===== config.mk =====
export PLATFORM = sky130hd
export DESIGN_NAME = out_port_fifo_flat
export DESIGN_NICKNAME = d
export VERILOG_FILES = /design/src/rtl/out_port_fifo_if.sv /design/src/rtl/out_port_fifo.sv /design/src/flat_wrapper.sv
export SDC_FILE = /design/constraint.sdc
export NUM_CORES = 1
export LEC_CHECK = 0
export CORE_UTILIZATION = 40
export CTS_CLUSTER_SIZE = 16
export DETAILED_ROUTE_END_ITERATION = 8
export SLEW_MARGIN = 10
export SYNTH_ARGS = -nofsm -noshare
export SYNTH_HDL_FRONTEND = slang
export SYNTH_SLANG_ARGS = --single-unit
export TNS_END_PERCENT = 5

===== constraint.sdc =====
create_clock -name clk -period 2.7 [get_ports clk]
set_clock_uncertainty 0.15 [all_clocks]
set_input_delay 0.54 -clock clk [delete_from_list [all_inputs] [get_ports clk]]
set_output_delay 0.54 -clock clk [all_outputs]
set_load 0.1 [all_outputs]

===== src/rtl/out_port_fifo_if.sv =====
// Handshake and data bundle between the NibblER decode/bus side, the output FIFO
// and its downstream consumer.
interface out_port_fifo_if #(
    parameter int DEPTH = 4
);
    localparam int CW = $clog2(DEPTH) + 1;

    logic          loadOut;
    logic [3:0]    D;
    logic          out_ready;
    logic          clr_ovf;
    logic          out_valid;
    logic [3:0]    out_nibble;
    logic          full;
    logic          empty;
    logic [CW-1:0] count;
    logic          overflow;

    modport master (
        output loadOut, D, out_ready, clr_ovf,
        input  out_valid, out_nibble, full, empty, count, overflow
    );

    modport slave (
        input  loadOut, D, out_ready, clr_ovf,
        output out_valid, out_nibble, full, empty, count, overflow
    );
endinterface


===== src/rtl/out_port_fifo.sv =====
// Buffered CPU output port: captures bus nibbles on loadOut into a first-word
// fall-through FIFO, drains them over valid/ready, and flags dropped pushes.
module out_port_fifo #(
    parameter int DEPTH = 4
) (
    input logic            clk,
    input logic            reset,
    out_port_fifo_if.slave bus
);
    localparam int AW = $clog2(DEPTH);
    localparam int CW = AW + 1;

    logic [3:0]    mem [DEPTH];
    logic [AW-1:0] wr_ptr;
    logic [AW-1:0] rd_ptr;
    logic [CW-1:0] count_q;
    logic          overflow_q;

    logic full_w;
    logic empty_w;
    logic pop;
    logic push;
    logic drop;

    assign empty_w = (count_q == '0);
    assign full_w  = (count_q == CW'(DEPTH));

    // A pop frees a slot in the same cycle, so a full FIFO can still accept a push.
    assign pop  = !empty_w && bus.out_ready;
    assign push = bus.loadOut && (!full_w || pop);
    assign drop = bus.loadOut && full_w && !pop;

    always_ff @(posedge clk) begin
        if (!reset && push) begin
            mem[wr_ptr] <= bus.D;
        end
    end

    always_ff @(posedge clk) begin
        if (reset) begin
            wr_ptr     <= '0;
            rd_ptr     <= '0;
            count_q    <= '0;
            overflow_q <= 1'b0;
        end else begin
            if (push) begin
                wr_ptr <= wr_ptr + AW'(1);
            end
            if (pop) begin
                rd_ptr <= rd_ptr + AW'(1);
            end
            case ({push, pop})
                2'b10:   count_q <= count_q + CW'(1);
                2'b01:   count_q <= count_q - CW'(1);
                default: count_q <= count_q;
            endcase
            // A drop in the same cycle as a clear must leave the flag set.
            if (drop) begin
                overflow_q <= 1'b1;
            end else if (bus.clr_ovf) begin
                overflow_q <= 1'b0;
            end
        end
    end

    assign bus.out_valid  = !empty_w;
    assign bus.out_nibble = empty_w ? 4'b0000 : mem[rd_ptr];
    assign bus.full       = full_w;
    assign bus.empty      = empty_w;
    assign bus.count      = count_q;
    assign bus.overflow   = overflow_q;
endmodule


===== src/flat_wrapper.sv =====
// flat-port wrapper written by rule: the top's interface ports become plain ports
module out_port_fifo_flat 
#(
    parameter int DEPTH = 4
)
  (clk, reset, bus_loadOut, bus_D, bus_out_ready, bus_clr_ovf, bus_out_valid, bus_out_nibble, bus_full, bus_empty, bus_count, bus_overflow);
  out_port_fifo_if #(.DEPTH(DEPTH)) bus_i ();
  input logic clk;
  input logic reset;
  input wire logic [$bits(bus_i.loadOut)-1:0] bus_loadOut;
  input wire logic [$bits(bus_i.D)-1:0] bus_D;
  input wire logic [$bits(bus_i.out_ready)-1:0] bus_out_ready;
  input wire logic [$bits(bus_i.clr_ovf)-1:0] bus_clr_ovf;
  output wire logic [$bits(bus_i.out_valid)-1:0] bus_out_valid;
  output wire logic [$bits(bus_i.out_nibble)-1:0] bus_out_nibble;
  output wire logic [$bits(bus_i.full)-1:0] bus_full;
  output wire logic [$bits(bus_i.empty)-1:0] bus_empty;
  output wire logic [$bits(bus_i.count)-1:0] bus_count;
  output wire logic [$bits(bus_i.overflow)-1:0] bus_overflow;
  assign bus_i.loadOut = bus_loadOut;
  assign bus_i.D = bus_D;
  assign bus_i.out_ready = bus_out_ready;
  assign bus_i.clr_ovf = bus_clr_ovf;
  assign bus_out_valid = bus_i.out_valid;
  assign bus_out_nibble = bus_i.out_nibble;
  assign bus_full = bus_i.full;
  assign bus_empty = bus_i.empty;
  assign bus_count = bus_i.count;
  assign bus_overflow = bus_i.overflow;
  out_port_fifo #(.DEPTH(DEPTH)) u_core (.clk(clk), .reset(reset), .bus(bus_i));
endmodule

-- Word-level counts from Yosys, hierarchy flattened
Memory sizes are Yosys's and may differ from the RTL's. A register that Yosys moved wholly into a read port is not among the register bits.
Cells that the tools add are included.
- add/sub/neg operators: 4
- equal/unequal tests: 3
- multiplexer cells: 8
- reductions and logical operators: 13
- operator list (kind ; number):
    $pmux W3 S2 ; 1
    $logic_and A1 B1 Y1 ; 5
    $add A2 B1 Y2 const B ; 2
    $logic_not A1 Y1 ; 4
    $mux W1 ; 4
    $mux W2 ; 2
    $mux W4 ; 1
    $reduce_bool A2 Y1 ; 2
    $add A3 B1 Y3 const B ; 1
    $eq A3 B3 Y1 const B ; 1
    $logic_not A3 Y1 ; 1
    $sub A3 B1 Y3 const B ; 1
    $eq A2 B1 Y1 const B ; 1
    $eq A2 B2 Y1 const B ; 1
    $logic_or A1 B1 Y1 ; 1
- bits in registers: 8
- RAM bits: 16
- input port bits: 9
- output and inout port bits: 11
- word-level logic and storage cells: 33
- memories kept: 1
- memory list (name ; words ; bits a word ; read ports ; clocked after memory_dff ; write ports ; RTL line ; text):
    u_core.mem ; 4 ; 4 ; 1 ; 1 ; 1 ; out_port_fifo.sv:13 ; logic [3:0] mem [DEPTH];

-- Longest topological paths before layout
Gate-level depths: netlist (run 1).
- word-level depth: 8
- depth in mapped cells: 7
- gate-level depth less buffers: 6

-- Least setup slack after synthesis (run 1)
OpenSTA, ideal clock, no wires.
- path type: reg-to-output
- start: register u_core.count_q[2], in the netlist u_core.bus.count[2]
- end: output bus_out_nibble[0]
- data arrival time: 4.617 ns
- data required time: 2.010 ns
- setup slack: -2.607 ns
- cell stages (with the launch flop): 4
- path buffers: 1
- path through: dfxtp_1 > buf_4 > nor3_1 > nor2b_1
- word-level cells in the longest chain between the ends: 2
- ends and longest elaborated chain (what ; RTL line ; text):
    start: declaration ; out_port_fifo.sv:16 ; logic [CW-1:0] count_q;
    start signal: assignment ; out_port_fifo.sv:53 ; 2'b10: count_q <= count_q + CW'(1);
    start signal: assignment ; out_port_fifo.sv:54 ; 2'b01: count_q <= count_q - CW'(1);
    start signal: assignment ; out_port_fifo.sv:55 ; default: count_q <= count_q;
    $logic_not A3 Y1 ; out_port_fifo.sv:25 ; assign empty_w = (count_q == '0);
    named net bus_empty ; flat_wrapper.sv:17 ; output wire logic [$bits(bus_i.empty)-1:0] bus_empty;
    $mux W4 ; out_port_fifo.sv:67 ; assign bus.out_nibble = empty_w ? 4'b0000 : mem[rd_ptr];
    end: declaration ; flat_wrapper.sv:15 ; output wire logic [$bits(bus_i.out_nibble)-1:0] bus_out_nibble;
The timed path passes the listed nets, and every way through them passes these cells.

-- Worst setup path after layout (run 1)
- start: input bus_out_ready
- end: register u_core.count_q[2], in the netlist u_core.bus.count[2]
- word-level cells in the longest chain between the ends: 5
- elaborated cells between the ends (all ways): 7
- those cells by class: 2 x eq/ne; 1 x mux; 4 x reduce/logical
- ends and longest elaborated chain (what ; RTL line ; text):
    start: declaration ; flat_wrapper.sv:12 ; input wire logic [$bits(bus_i.out_ready)-1:0] bus_out_ready;
    $logic_and A1 B1 Y1 * ; out_port_fifo.sv:29 ; assign pop = !empty_w && bus.out_ready;
    $logic_or A1 B1 Y1 ; out_port_fifo.sv:30 ; assign push = bus.loadOut && (!full_w || pop);
    $logic_and A1 B1 Y1 ; out_port_fifo.sv:30 ;
    $eq A2 B1 Y1 / $eq A2 B2 Y1 (equally long branches) ; out_port_fifo.sv:52 ; case ({push, pop})
    $pmux W3 S2 / $reduce_bool A2 Y1 (equally long branches) ; n/a ;
Every way passes the cells marked *; elsewhere a longest branch is shown, timed or not.
A chain may end at the register's enable or synchronous reset.

==> results of run 1 <==
worst max-delay path, delay by kind of cell:
kind                       cells  cell delay, ps
AOI/OAI and AO/OA              3             410
adders and majority gates      1             410
and+or+nand+nor                2             790
buffers and inverters          1             480
per-stage QoR:
| step | utilization [%] | power [mW] | worst slack, ps | hold slack, ps |
|---|---|---|---|---|
| 2_1_floorplan | - | 0.8451 | -454.1 | 330.7 |
| 3_3_place_gp | 54.31 | 0.9717 | -69.34 | 312.0 |
| 3_5_place_dp | 54.31 | 0.9750 | -144.1 | 312.6 |
| 4_1_cts | 55.24 | 1.137 | 184.2 | 339.4 |
| 5_1_grt | 55.24 | 1.180 | 101.0 | 402.0 |
| 6_report | 55.24 | 1.125 | 161.8 | 336.3 |
layout make-up:
class / instances / area, um^2
inverters: 7 / 30.03
clock buffers: 4 / 26.28
flip-flops and latches: 26 / 689.4
repair buffers: 27 / 272.8
fillers: 255 / 1266
multi-input cells: 56 / 505.5
well taps: 31 / 38.79
metal layers:
metal,vias to the layer above,GRT usage (%),part of all wire [%]
met2,17,23.53,48
met4,0,5.226,0.69
li1,393,-,-
met1,362,21.19,48
met5,-,0,0
met3,2,2.948,3.7
cell usage in the layout (no fill, tap or decap), types with 4 or more instances in the layout:
| cell type | instances |
|---|---|
| edfxtp_1 | 16 |
| buf_4 | 15 |
| clkdlybuf4s50_1 | 8 |
| nor2_1 | 7 |
| dfxtp_1 | 7 |
| inv_1 | 6 |
| mux4_2 | 4 |
| nor2b_2 | 4 |
| nor3b_1 | 4 |
| xor2_1 | 4 |
| ha_1 | 4 |
| buf_12 | 4 |
worst paths after layout:
check,cells after the start,startpoint,endpoint,slack (ps)
worst max register to register,6,u_core.bus.count[1]$_SDFFE_PP0P_,u_core.bus.count[2]$_SDFFE_PP0P_,400
worst max-delay path,7,bus_out_ready,u_core.bus.count[2]$_SDFFE_PP0P_,160
worst min-delay path,2,u_core.bus.overflow$_SDFFE_PP0P_,u_core.bus.overflow$_SDFFE_PP0P_,340
worst min register to register,2,u_core.bus.overflow$_SDFFE_PP0P_,u_core.bus.overflow$_SDFFE_PP0P_,340
registers in the layout, indices dropped and copies added, names as in the netlist, named ones only:
register             cells
u_core.bus.overflow      1
u_core.rd_ptr            2
u_core.mem              16
u_core.wr_ptr            2
u_core.bus.count         3
power breakdown:
part | leakage, nW | internal, mW | total [mW] | switching, mW
registers | 0.229 | 0.448 | 0.483 | 0.0347
clock network | 0.0150 | 0.0576 | 0.162 | 0.104
logic | 0.331 | 0.160 | 0.481 | 0.321
cell usage after synthesis:
master | n | area share (%)
edfxtp_1 | 16 | 39
dfxtp_1 | 10 | 16
inv_1 | 7 | 2.1
nor2_1 | 7 | 2.1
nor2b_1 | 5 | 2.6
ha_1 | 4 | 4.1
mux4_2 | 4 | 7.4
nor3b_1 | 4 | 2.5
xor2_1 | 4 | 2.9
nand2b_1 | 3 | 1.5
nand3_1 | 3 | 1.2
buf_2 | 2 | 0.82
o2111ai_1 | 2 | 1.4
o31ai_1 | 2 | 1.2
or2_2 | 2 | 1.0
a21oi_1 | 1 | 0.41
a221oi_1 | 1 | 0.72
a2bb2oi_1 | 1 | 0.72
a31oi_1 | 1 | 0.51
buf_4 | 1 | 0.61
buf_6 | 1 | 0.92
clkbuf_1 | 1 | 0.31
fa_1 | 1 | 1.6
mux2_4 | 1 | 1.2
mux2i_1 | 1 | 0.82
nand3b_1 | 1 | 0.61
nor3_1 | 1 | 0.41
o21a_1 | 1 | 0.61
o21ai_0 | 1 | 0.41
o311ai_0 | 1 | 0.72
or3_1 | 1 | 0.51
or3b_1 | 1 | 0.72
or3b_2 | 1 | 0.72
or3b_4 | 1 | 0.92
kinds of logic (layout without fill, tap and decap cells):
logic type | count (synthesis) | after routing | share of synthesized area [%]
fa+ha+maj | 5 | 5 | 5.726
compound gates | 11 | 11 | 6.749
flops | 26 | 26 | 55.62
buf+inv | 12 | 38 | 4.806
mux | 6 | 6 | 9.407
simple gates | 30 | 30 | 14.83
xor+xnor | 4 | 4 | 2.863
==> flow_summary.json, run 1 <==
{
  "dieWidth_um": 57.31,
  "grt_pass1_vias": 783,
  "power.density_nw_per_um2": 720.1,
  "min_period_ps": 2538,
  "clock_latency_ps": 310,
  "cp.required_ps": 2780,
  "htreeDepth": 1,
  "drive_above_1_share_pct": 33.33,
  "ys_warn_count": 0,
  "placed_cells": 147,
  "fmax_mhz": 394.0,
  "pin_count": 20,
  "die-area_um2": 3284,
  "fin_nets": 135,
  "critical_path_class": "in -> reg",
  "ir_drop_mv": 0.3230,
  "syn_area_um2": 1224,
  "setup_viol": 0,
  "seq_area_frac_synth_pct": 55.62,
  "n_antenna_cell": 0,
  "grt_overflow": 0,
  "critPathMaxFanout": 3,
  "cts.sinks": 26,
  "track_usage_pct": 15.08,
  "synthToLayoutAreaGrowth_pct": 27.71,
  "final_cells": 151,
  "routed_wirelength_um": 2176,
  "clk_pin_slew_worst_paths_ps": 120,
  "grt_pass1_wl_um": 3698,
  "dp_hpwl_um": 1602,
  "drt_iter0_drc": 31,
  "worst_pin_slew_ps": 484.9,
  "ant_nets": 0,
  "final.setup.tns_ps": 0,
  "hold_viol_final": 0,
  "rsz0062_at_grt": "no",
  "hold_path.class": "reg -> reg",
  "viasPerCell": 5.126,
  "path_cells": "clkdlybuf4s50_1 -> o31ai_1 -> or2_2 -> fa_1 -> or3b_2 -> a2bb2oi_1 -> a31oi_1",
  "drt-pass1-iter-count": 6,
  "clock_path_buffers": 2,
  "cts_tree": "yes",
  "cts_buffers": 3,
  "slowest_stage": "or3b_2",
  "maxSlewViolCount": 0,
  "root_buffer": "clkbuf_4",
  "io_buffers": 19,
  "final_cell_area_um2": 1563,
  "period_share_pct": 94.01,
  "die-height_um": 57.31,
  "drt-wirelength-per-cell_um": 14.41,
  "grt_max_degree": 15,
  "max_cap_violations": 0,
  "cts_hold_buffers": 0,
  "place_area_um2": 1536,
  "drcViolationCount": 4,
  "vias": 774,
  "worst_setup_path_end_kind": "flip-flop",
  "arrival_ps": 2620,
  "postCtsSetupRepairBufs": 0,
  "antenna_found_initial": 0,
  "synthesis.nets": 108,
  "violations": "DRC",
  "synth_area_per_cell_um2": 13.02,
  "cts_resized": 0,
  "cp-start-kind": "input pin",
  "place.gp.congestion": 0.7666,
  "coreArea_um2": 2829,
  "postSynthCellCount": 94,
  "start_util_pct": 43.26,
  "leakage_nw": 0.5753,
  "status": "complete, but fails checks",
  "num_rows": 19,
  "relSlewSlack_pct": 67.57,
  "synth_cell_types": 34,
  "cp_slowest_stage_delay_ps": 500,
  "ys_seq_elements": 26
}
(Power assumes the default switching activity.)
==> run 2, diff against run 1 <==
Settings changed: CTS_CLUSTER_DIAMETER set to 200.
==> results of run 2 <==
Same layout as run 1: the final DEF is identical, and so are final timing and power.
==> run 3, diff against run 2 <==
Settings changed: SKIP_LAST_GASP set to 1.
==> results of run 3 <==
Same layout as run 1: the final DEF is identical, and so are final timing and power.
